## src/rtl/jedro_1_decode_stage_pkg.sv

```systemverilog
// Shared RV32I decode constants, unit codes, immediate formats and the decoded packet type.
package jedro_1_decode_stage_pkg;

  localparam int XLEN = 32;
  localparam int ALEN = 32;
  localparam int RLEN = 5;
  localparam int OPW  = 4;

  localparam logic [6:0] OPC_LUI      = 7'b0110111;
  localparam logic [6:0] OPC_AUIPC    = 7'b0010111;
  localparam logic [6:0] OPC_JAL      = 7'b1101111;
  localparam logic [6:0] OPC_JALR     = 7'b1100111;
  localparam logic [6:0] OPC_BRANCH   = 7'b1100011;
  localparam logic [6:0] OPC_LOAD     = 7'b0000011;
  localparam logic [6:0] OPC_STORE    = 7'b0100011;
  localparam logic [6:0] OPC_OP_IMM   = 7'b0010011;
  localparam logic [6:0] OPC_OP       = 7'b0110011;
  localparam logic [6:0] OPC_MISC_MEM = 7'b0001111;
  localparam logic [6:0] OPC_SYSTEM   = 7'b1110011;

  localparam logic [6:0] F7_BASE = 7'b0000000;
  localparam logic [6:0] F7_ALT  = 7'b0100000;

  typedef enum logic [2:0] {
    UNIT_NONE   = 3'd0,
    UNIT_ALU    = 3'd1,
    UNIT_LSU    = 3'd2,
    UNIT_BRANCH = 3'd3,
    UNIT_JAL    = 3'd4,
    UNIT_JALR   = 3'd5,
    UNIT_SYSTEM = 3'd6
  } unit_e;

  typedef enum logic [2:0] {
    IMM_NONE, IMM_I, IMM_S, IMM_B, IMM_U, IMM_J
  } imm_fmt_e;

  typedef enum logic [1:0] {
    BUF_EMPTY, BUF_ONE, BUF_TWO
  } buf_state_e;

  typedef struct packed {
    logic [ALEN-1:0] pc;
    unit_e           unit;
    logic [OPW-1:0]  alu_op;
    logic [RLEN-1:0] rs1;
    logic [RLEN-1:0] rs2;
    logic            rs1_used;
    logic            rs2_used;
    logic [RLEN-1:0] rd;
    logic            rd_we;
    logic [XLEN-1:0] imm;
    logic [3:0]      lsu_ctrl;
    logic            illegal;
  } dec_pkt_t;

endpackage

```

## src/rtl/jedro_1_decode_stage_imm_gen.sv

```systemverilog
// Combinational immediate extraction and sign extension for the I/S/B/U/J formats.
module jedro_1_decode_stage_imm_gen
  import jedro_1_decode_stage_pkg::*;
(
  input  logic [XLEN-1:0] instr_i,
  input  imm_fmt_e        fmt_i,
  output logic [XLEN-1:0] imm_o
);

  always_comb begin
    imm_o = '0;
    case (fmt_i)
      IMM_I: imm_o = {{20{instr_i[31]}}, instr_i[31:20]};
      IMM_S: imm_o = {{20{instr_i[31]}}, instr_i[31:25], instr_i[11:7]};
      IMM_B: imm_o = {{19{instr_i[31]}}, instr_i[31], instr_i[7], instr_i[30:25],
                      instr_i[11:8], 1'b0};
      IMM_U: imm_o = {instr_i[31:12], 12'b0};
      IMM_J: imm_o = {{11{instr_i[31]}}, instr_i[31], instr_i[19:12], instr_i[20],
                      instr_i[30:21], 1'b0};
      default: imm_o = '0;
    endcase
  end

endmodule

```

## src/rtl/jedro_1_decode_stage.sv

```systemverilog
// Registered RV32I decode stage with a 2-entry (main + skid) output buffer; 1-cycle latency.
// Optional JEDRO_1_RV32E_EN: any used register index >= 16 is flagged illegal.
module jedro_1_decode_stage
  import jedro_1_decode_stage_pkg::*;
#(
  parameter int DATA_WIDTH     = 32,
  parameter int ADDR_WIDTH     = 32,
  parameter int REG_ADDR_WIDTH = 5,
  parameter int ALU_OP_WIDTH   = 4
) (
  input  logic                      clk_i,
  input  logic                      rst_i,
  input  logic                      flush_i,
  input  logic                      instr_valid_i,
  output logic                      instr_ready_o,
  input  logic [DATA_WIDTH-1:0]     instr_rdata_i,
  input  logic [ADDR_WIDTH-1:0]     instr_addr_i,
  output logic                      dec_valid_o,
  input  logic                      dec_ready_i,
  output logic [ADDR_WIDTH-1:0]     dec_pc_o,
  output logic [2:0]                dec_unit_o,
  output logic [ALU_OP_WIDTH-1:0]   alu_op_sel_o,
  output logic [REG_ADDR_WIDTH-1:0] rs1_addr_o,
  output logic [REG_ADDR_WIDTH-1:0] rs2_addr_o,
  output logic                      rs1_used_o,
  output logic                      rs2_used_o,
  output logic [REG_ADDR_WIDTH-1:0] rd_addr_o,
  output logic                      rd_we_o,
  output logic [DATA_WIDTH-1:0]     imm_o,
  output logic [3:0]                lsu_ctrl_o,
  output logic                      illegal_o
);

  logic [6:0] opcode;
  logic [2:0] f3;
  logic [6:0] f7;
  assign opcode = instr_rdata_i[6:0];
  assign f3     = instr_rdata_i[14:12];
  assign f7     = instr_rdata_i[31:25];

  unit_e      unit;
  imm_fmt_e   fmt;
  logic       rs1u, rs2u, wr, ill;
  logic [3:0] alu_op, lsu;
  logic [XLEN-1:0] imm;
  dec_pkt_t   pkt_new;

  jedro_1_decode_stage_imm_gen u_imm_gen (
    .instr_i (instr_rdata_i),
    .fmt_i   (fmt),
    .imm_o   (imm)
  );

  always_comb begin
    unit   = UNIT_NONE;
    fmt    = IMM_NONE;
    rs1u   = 1'b0;
    rs2u   = 1'b0;
    wr     = 1'b0;
    ill    = 1'b0;
    alu_op = {1'b0, f3};
    lsu    = 4'b0000;
    case (opcode)
      OPC_LUI:    begin unit = UNIT_ALU; fmt = IMM_U; wr = 1'b1; end
      OPC_AUIPC:  begin unit = UNIT_ALU; fmt = IMM_U; wr = 1'b1; alu_op = 4'b0000; end
      OPC_JAL:    begin unit = UNIT_JAL; fmt = IMM_J; wr = 1'b1; alu_op = 4'b0000; end
      OPC_JALR: begin
        unit = UNIT_JALR; fmt = IMM_I; rs1u = 1'b1; wr = 1'b1; alu_op = 4'b0000;
        ill  = (f3 != 3'b000);
      end
      OPC_BRANCH: begin
        unit = UNIT_BRANCH; fmt = IMM_B; rs1u = 1'b1; rs2u = 1'b1;
        ill  = (f3[2:1] == 2'b01);
      end
      OPC_LOAD: begin
        unit = UNIT_LSU; fmt = IMM_I; rs1u = 1'b1; wr = 1'b1; alu_op = 4'b0000;
        lsu  = {1'b0, f3};
        ill  = (f3 == 3'b011) || (f3[2:1] == 2'b11);
      end
      OPC_STORE: begin
        unit = UNIT_LSU; fmt = IMM_S; rs1u = 1'b1; rs2u = 1'b1; alu_op = 4'b0000;
        lsu  = {1'b1, f3};
        ill  = (f3 > 3'b010);
      end
      OPC_OP_IMM: begin
        unit = UNIT_ALU; fmt = IMM_I; rs1u = 1'b1; wr = 1'b1;
        if (f3 == 3'b101) alu_op = {instr_rdata_i[30], f3};
        // Shift-immediates reuse the upper imm bits as funct7, so they must be well-formed.
        if (f3 == 3'b001)      ill = (f7 != F7_BASE);
        else if (f3 == 3'b101) ill = (f7 != F7_BASE) && (f7 != F7_ALT);
      end
      OPC_OP: begin
        unit   = UNIT_ALU; rs1u = 1'b1; rs2u = 1'b1; wr = 1'b1;
        alu_op = {instr_rdata_i[30], f3};
        ill    = !((f7 == F7_BASE) ||
                   ((f7 == F7_ALT) && ((f3 == 3'b000) || (f3 == 3'b101))));
      end
      OPC_MISC_MEM: unit = UNIT_SYSTEM;
      OPC_SYSTEM: begin
        unit = UNIT_SYSTEM; fmt = IMM_I;
        rs1u = (f3 != 3'b000) && !f3[2];
        wr   = (f3 != 3'b000);
      end
      default: ill = 1'b1;
    endcase
    if (instr_rdata_i[1:0] != 2'b11) ill = 1'b1;
`ifdef JEDRO_1_RV32E_EN
    if ((rs1u && instr_rdata_i[19]) || (rs2u && instr_rdata_i[24]) || (wr && instr_rdata_i[11]))
      ill = 1'b1;
`endif
  end

  always_comb begin
    pkt_new          = '0;
    pkt_new.pc       = instr_addr_i;
    pkt_new.unit     = ill ? UNIT_NONE : unit;
    pkt_new.alu_op   = alu_op;
    pkt_new.rs1      = instr_rdata_i[19:15];
    pkt_new.rs2      = instr_rdata_i[24:20];
    pkt_new.rs1_used = rs1u && !ill;
    pkt_new.rs2_used = rs2u && !ill;
    pkt_new.rd       = instr_rdata_i[11:7];
    pkt_new.rd_we    = wr && !ill && (instr_rdata_i[11:7] != 5'd0);
    pkt_new.imm      = imm;
    pkt_new.lsu_ctrl = lsu;
    pkt_new.illegal  = ill;
  end

  buf_state_e state_q;
  logic       ready_q;
  dec_pkt_t   main_q, skid_q;
  logic       accept, pop;

  assign accept = instr_valid_i && ready_q;
  assign pop    = dec_valid_o && dec_ready_i;

  // Ready is registered from the next buffer state so it never depends on dec_ready_i.
  always_ff @(posedge clk_i or posedge rst_i) begin
    if (rst_i) begin
      state_q <= BUF_EMPTY;
      ready_q <= 1'b0;
      main_q  <= '0;
      skid_q  <= '0;
    end else if (flush_i) begin
      state_q <= BUF_EMPTY;
      ready_q <= 1'b1;
      main_q  <= '0;
      skid_q  <= '0;
    end else begin
      ready_q <= !((state_q == BUF_ONE && accept && !pop) || (state_q == BUF_TWO && !pop));
      case (state_q)
        BUF_EMPTY: if (accept) begin main_q <= pkt_new; state_q <= BUF_ONE; end
        BUF_ONE: begin
          if (accept && !pop)      begin skid_q <= pkt_new; state_q <= BUF_TWO; end
          else if (!accept && pop) state_q <= BUF_EMPTY;
          else if (accept && pop)  main_q <= pkt_new;
        end
        BUF_TWO: if (pop) begin main_q <= skid_q; state_q <= BUF_ONE; end
        default: state_q <= BUF_EMPTY;
      endcase
    end
  end

  assign instr_ready_o = ready_q;
  assign dec_valid_o   = (state_q != BUF_EMPTY);
  assign dec_pc_o      = main_q.pc;
  assign dec_unit_o    = main_q.unit;
  assign alu_op_sel_o  = main_q.alu_op;
  assign rs1_addr_o    = main_q.rs1;
  assign rs2_addr_o    = main_q.rs2;
  assign rs1_used_o    = main_q.rs1_used;
  assign rs2_used_o    = main_q.rs2_used;
  assign rd_addr_o     = main_q.rd;
  assign rd_we_o       = main_q.rd_we;
  assign imm_o         = main_q.imm;
  assign lsu_ctrl_o    = main_q.lsu_ctrl;
  assign illegal_o     = main_q.illegal;

endmodule

```

## config.mk

```make
export PLATFORM = sky130hd
export DESIGN_NAME = jedro_1_decode_stage
export DESIGN_NICKNAME = d
export VERILOG_FILES = /design/src/rtl/jedro_1_decode_stage_pkg.sv /design/src/rtl/jedro_1_decode_stage_imm_gen.sv /design/src/rtl/jedro_1_decode_stage.sv
export SDC_FILE = /design/constraint.sdc
export NUM_CORES = 1
export LEC_CHECK = 0
export CORE_MARGIN = 10
export CORE_UTILIZATION = 54
export CTS_BUF_LIST = sky130_fd_sc_hd__clkbuf_4 sky130_fd_sc_hd__clkbuf_8
export CTS_CLUSTER_SIZE = 28
export DETAILED_ROUTE_END_ITERATION = 6
export PLACE_DENSITY = 0.9
export SLEW_MARGIN = 20
export SYNTH_ARGS = -nofsm -noshare
export SYNTH_HDL_FRONTEND = slang
export SYNTH_SLANG_ARGS = --single-unit
```

## constraint.sdc

```tcl
create_clock -name clk_i -period 9.1 [get_ports clk_i]
set_input_delay 1.82 -clock clk_i [delete_from_list [all_inputs] [get_ports clk_i]]
set_output_delay 1.82 -clock clk_i [all_outputs]
set_load 0.01 [all_outputs]
```

==> flow_metrics.tcl, run 1 <==
set metrics [dict create \
    outcome "finished, final reports clean" \
    rows 45 \
    first_iter_violations 940 \
    io_buffer_count 164 \
    h-tree-depth 4 \
    yosys_warnings 0 \
    root_buffer "clkbuf_8" \
    min_period_ps 4570 \
    fmax_mhz 219 \
    cts_sinks 191 \
    combPwrFrac 0.158 \
    final-hold-violation-count 0 \
    power_density_nw_per_um2 163 \
    netSwitchingPower_uw 465 \
    grtUsageTotal 0.221 \
    worst_slew_pin_slew_ps 1090 \
    hold_buffers 0 \
    worst_ep_arrival_time_ps 4900 \
    syn_area_um2 8510 \
    grt_pass1_vias 7171 \
    final_cell_area_um2 10600 \
    max-slew-margin-rel 0.271 \
    maxCapViolCount 0 \
    ios 165 \
    num_vias 7142 \
    start_kind "input port" \
    routedWlPerCell_um 20.8 \
    ir_drop_mv 0.101 \
    drive_above_1_share 0.0689 \
    synth-edff-count 0 \
    intPower_uw 1260 \
    end_kind "flip-flop" \
    setup_viol 0 \
    critPathRequiredTime_ps 9430 \
    cts_buffer_depth 2 \
    seq_area_frac_synth 0.562 \
    grt_pass1_wl_um 38600 \
    power_switching_share 0.270 \
    syn_avg_cell_area_um2 10.8 \
    start_util 0.555 \
    die_area_um2 21200 \
    die_h_um 146 \
    clkSlewWorstSetupHoldPaths_ps 90 \
    finalWeightedCongestion 0.906 \
    fin_nets 989 \
    numCtsBuffers 17 \
    ys_types 65 \
    syn_inst 791 \
    antennaDiodeCount 0 \
    vias_per_cell 6.26 \
    tns_ps 0 \
    hold_path.class "reg2reg" \
    period_share 0.502 \
    drt-total-wl_um 23700 \
    die_x_um 146 \
    ctsResizeCount 0 \
    p_seq_frac 0.529 \
    clock_skew_ps 10.1 \
    antenna_found_initial 0 \
    ant_nets 0 \
    grt_max_degree 123 \
    grt_overflow 0 \
    dpl_cell_area_um2 10200 \
    drcViolationCount 0 \
    drv_slew 0 \
    clock_power_share 0.314 \
    ys_seq_elements 191 \
    area_delta_synth_final_pct 24.6 \
    drt-pass1-iter-count 7 \
    p_leak_uw 0.00467 \
    clk_latency_ps 460 \
    coreArea_um2 15300 \
    yosys_most_used_dff "dfrtp_1" \
    cp_max_fo 66 \
    rsz0062_at_grt "false" \
    path_class "in2reg" \
    post_cts_buffers 0 \
    dp_hpwl_um 15800 \
    cts_tree "done" \
    syn_nets 863 \
    synthArstFlopShare 1.00 \
]
[metrics by stage]
stage	std cells	power, µW	setup slack (ps)	util	hold WS (ps)
2_1_floorplan	791	1060	2080	-	445
3_3_place_gp	1109	1190	4250	0.667	459
3_5_place_dp	1109	1200	4140	0.667	465
4_1_cts	1140	1730	4610	0.692	490
5_1_grt	1140	1790	4360	0.692	494
6_report	1140	1720	4530	0.692	487
[power by group through the flow]
stage	sequential [µW]	clock, µW	combinational [µW]
after CTS	911	547	273
after global placement	926	0	266
after detailed placement	928	0	271
after floorplan	938	0	122
after global routing	916	576	295
final	911	540	272
[layout make-up]
class                      instances  area [µm²]
multi-input combinational        520        3410
timing repair buffer             171        1690
fill                            1146        4710
inverter                          16        67.6
tap                              211         264
sequential                       191        4780
clock buffer                      23         304
clock inverter                     8        80.1
[worst max-delay path, stage by stage]
cell and delay [ps]:
clkdlybuf4s50_1 550, nand2_1 100, ha_1 260, nand2_1 150
or2_1 590, o21ai_4 400, buf_4 470, a222oi_1 430
nand2_1 90
[synth_stat cells (all sizes together) (4+ instances only)]
library cell	count	share of area
nand2	110	0.049
a221o	19	0.022
mux2i	46	0.054
a21oi	34	0.020
clkbuf	30	0.013
buf	34	0.022
nand2b	4	0.0029
nand3	4	0.0029
nor3	6	0.0041
o21ai	123	0.074
nor2	23	0.011
a222oi	14	0.016
dfrtp	191	0.56
a22oi	13	0.011
or2	4	0.0029
and2	4	0.0029
inv	16	0.0071
a21o	7	0.0062
a22o	60	0.062
[final timing paths]
kind / start / end / slack [ps] / cells past startpoint
worst max register to register: state_q[1]$_DFFE_PP0P_ / imm_o[18]$_DFFE_PP0P_ / 5720 / 9
worst min-delay path: imm_o[1]$_DFFE_PP0P_ / imm_o[1]$_DFFE_PP0P_ / 490 / 1
max in group asynchronous: rst_i / lsu_ctrl_o[0]$_DFFE_PP0P_ / 5780 / 3
worst min register to register: imm_o[1]$_DFFE_PP0P_ / imm_o[1]$_DFFE_PP0P_ / 490 / 1
min in group asynchronous: rst_i / imm_o[25]$_DFFE_PP0P_ / 1940 / 2
worst max-delay path: dec_ready_i / imm_o[18]$_DFFE_PP0P_ / 4530 / 9
[cells by family after synthesis]
logic type	synth area share
buf+inv	0.0427
xor+xnor	0.00103
simple gates	0.0964
mux	0.0555
fa+ha+maj	0.00441
flops	0.562
compound gates	0.238
[flip-flops by register name, summed over array words and instances, names as in the netlist, 2 cells and up]
signal and cells:
state_q 2, imm_o 32, alu_op_sel_o 4, rs1_addr_o 5, skid_q 94, rd_addr_o 5, dec_pc_o 32, lsu_ctrl_o 4
rs2_addr_o 5, dec_unit_o 3
[metal layers]
layer  up-vias  wire length, µm  GRT usage
met5         -                0          0
met4         0              769     0.0920
met3        52             1960     0.0602
met2       372            11400      0.352
met1      3574             9640      0.280
li1       3144                -          -
[placed cells by master, fill, tap and decap left out, drive strengths merged, types with 4 or more instances in the layout]
cell type	count
a21o	7
a21oi	34
a221o	19
a222oi	14
a22o	60
a22oi	13
and2	4
buf	7
clkbuf	23
clkdlybuf4s50	164
dfrtp	191
inv	18
mux2i	46
nand2	110
nand2b	4
nand3	4
nor2	23
nor3	6
o21ai	123
or2	4
Note: power is estimated with default switching activity, not from simulation.
==> run 2, diff against run 1 <==
--- a/config.mk
+++ b/config.mk
@@ -6,11 +6,11 @@
 export NUM_CORES = 1
 export LEC_CHECK = 0
 export CORE_MARGIN = 10
-export CORE_UTILIZATION = 54
+export CORE_UTILIZATION = 49
 export CTS_BUF_LIST = sky130_fd_sc_hd__clkbuf_4 sky130_fd_sc_hd__clkbuf_8
 export CTS_CLUSTER_SIZE = 28
 export DETAILED_ROUTE_END_ITERATION = 6
-export PLACE_DENSITY = 0.9
+export PLACE_DENSITY = 0.86
 export SLEW_MARGIN = 20
 export SYNTH_ARGS = -nofsm -noshare
 export SYNTH_HDL_FRONTEND = slang
==> constraint.sdc (replaced) <==
create_clock -name clk_i -period 3.8 [get_ports clk_i]
set_input_delay 0.76 -clock clk_i [delete_from_list [all_inputs] [get_ports clk_i]]
set_output_delay 0.76 -clock clk_i [all_outputs]
set_load 0.01 [all_outputs]
==> flow_metrics.tcl, run 2 (synthesis results as in run 1) <==
set metrics [dict create \
    largest_reg_flops 94 \
    r2r_cells 12 \
    rsz0062_at_grt "false" \
    period_share 0.778 \
    cts_sinks 191 \
    die_area_um2 23000 \
    layout_common_cells "dfrtp_1, clkdlybuf4s50_1, nand2_1" \
    cp_max_fo 24 \
    dp_hpwl_um 16900 \
    critPathRequiredTime_ps 4190 \
    drt-pass1-iter-count 5 \
    fmax_mhz 338 \
    power_density_nw_per_um2 397 \
    h-tree-depth 4 \
    root_buffer "clkbuf_8" \
    cts_tree "done" \
    num-fill-cells 1416 \
    gr-usage-met1 0.286 \
    fin_nets 1006 \
    path_class "in2reg" \
    grt_overflow 0 \
    final-hold-violation-count 0 \
    setup_slack_ps 842 \
    rows 48 \
    drt-total-wl_um 24500 \
    antennaDiodeCount 0 \
    worstHoldStart "skid_q[7]$_DFFE_PP0P_" \
    grt_pass1_wl_um 38800 \
    drv_slew 0 \
    end_kind "flip-flop" \
    p_leak_uw 0.00479 \
    use_met2 0.333 \
    num_vias 7040 \
    ant_nets 0 \
    regMostFlops "skid_q" \
    grt_pass1_vias 6936 \
    numCtsBuffers 17 \
    maxCapViolCount 0 \
    ctsResizeCount 0 \
    grt.busiest_layer "met2" \
    setup_viol 0 \
    min_period_ps 2960 \
    start_kind "input port" \
    die_x_um 152 \
    dpl.cell_count 1140 \
    ios 165 \
    antenna_found_initial 0 \
    die_h_um 152 \
    clkSlewWorstSetupHoldPaths_ps 100 \
    grtUsageTotal 0.213 \
    io_buffer_count 164 \
    area_delta_synth_final_pct 27.5 \
    grt_max_degree 94 \
    hold_path.class "reg2reg" \
    final_cell_area_um2 10800 \
    max-slew-margin-rel 0.353 \
    outcome "finished, final reports clean" \
    routedWlPerCell_um 20.9 \
    reg2reg_from "state_q[1]$_DFFE_PP0P_" \
    dpl_cell_area_um2 10400 \
    first_iter_violations 651 \
    clock_skew_ps 10.2 \
    worst_slew_pin_slew_ps 971 \
    final_common_cell "dfrtp_1" \
    post_cts_buffers 0 \
    layoutNonFillerInstCount 1172 \
    ir_drop_mv 0.241 \
    post-place-ws_ps 322 \
    coreArea_um2 17200 \
    cp-startpoint "dec_ready_i" \
    drive_above_1_share 0.0866 \
    grt_use_met3 0.0481 \
    worst_ep_arrival_time_ps 3340 \
    min_path_cells 2 \
    tns_ps 0 \
    vias_per_cell 6.01 \
    drcViolationCount 0 \
    finalWeightedCongestion 0.950 \
    cts_buffer_depth 2 \
    clk_latency_ps 470 \
    hold_buffers 0 \
    start_util 0.495 \
]
run 2: changes by cell type in the layout (fill, tap and decap cells not counted), moves of 2 or more:
| cell | delta |
|---|---|
| buf_12 | +4 |
| inv_8 | +2 |
| clkinv_2 | -2 |
| bufinv_16 | +2 |
| clkinv_4 | +5 |
| clkbuf_8 | -4 |
| buf_4 | +13 |
| clkbuf_4 | -2 |
run 2: cell type report:
class	count	area [µm²]	share of cell area
clock buffer	17	234	0.0216
clock inverter	15	201	0.0186
inverter	16	63.8	0.00588
multi-input combinational	520	3410	0.315
sequential	191	4780	0.441
tap	225	282	0.0260
timing repair buffer	188	1870	0.173
run 2: path summary, 6_finish.rpt:
| path | to | slack, ps |
|---|---|---|
| max | imm_o[23]$_DFFE_PP0P_ | 840 |
| min | skid_q[7]$_DFFE_PP0P_ | 480 |
| max reg2reg | imm_o[23]$_DFFE_PP0P_ | 910 |
| min reg2reg | skid_q[7]$_DFFE_PP0P_ | 480 |
| max in group asynchronous | skid_q[0]$_DFFE_PP0P_ | 2290 |
| min in group asynchronous | rs2_addr_o[3]$_DFFE_PP0P_ | 790 |
run 2: critical path, stage by stage:
cell and delay (ps):
clkdlybuf4s50_1 570, nand2_1 110, inv_1 90, ha_1 130, nand3b_1 90, a21oi_1 80
buf_4 170, o21ai_4 590, buf_4 350, buf_4 210, nand2_1 90, o21ai_1 100
run 2: metrics by stage:
step	util	hold WS [ps]	total power (µW)
final	0.631	484	4310
after detailed placement	0.606	465	2900
after floorplan	-	445	2540
after global routing	0.631	498	4490
after global placement	0.606	459	2880
after CTS	0.631	488	4340
run 2: routing by layer:
metal	routed length (µm)	part of all wire
met1	10000	0.41
met2	11900	0.49
met3	1970	0.080
met4	572	0.023
met5	0	0
run 2: report_power, final:
group	internal, µW	leakage (µW)	switching, µW	total, µW
registers	2130	0.00260	57.5	2180
clock network	675	0.000217	773	1450
logic	306	0.00197	373	679
total	3110	0.00479	1200	4310
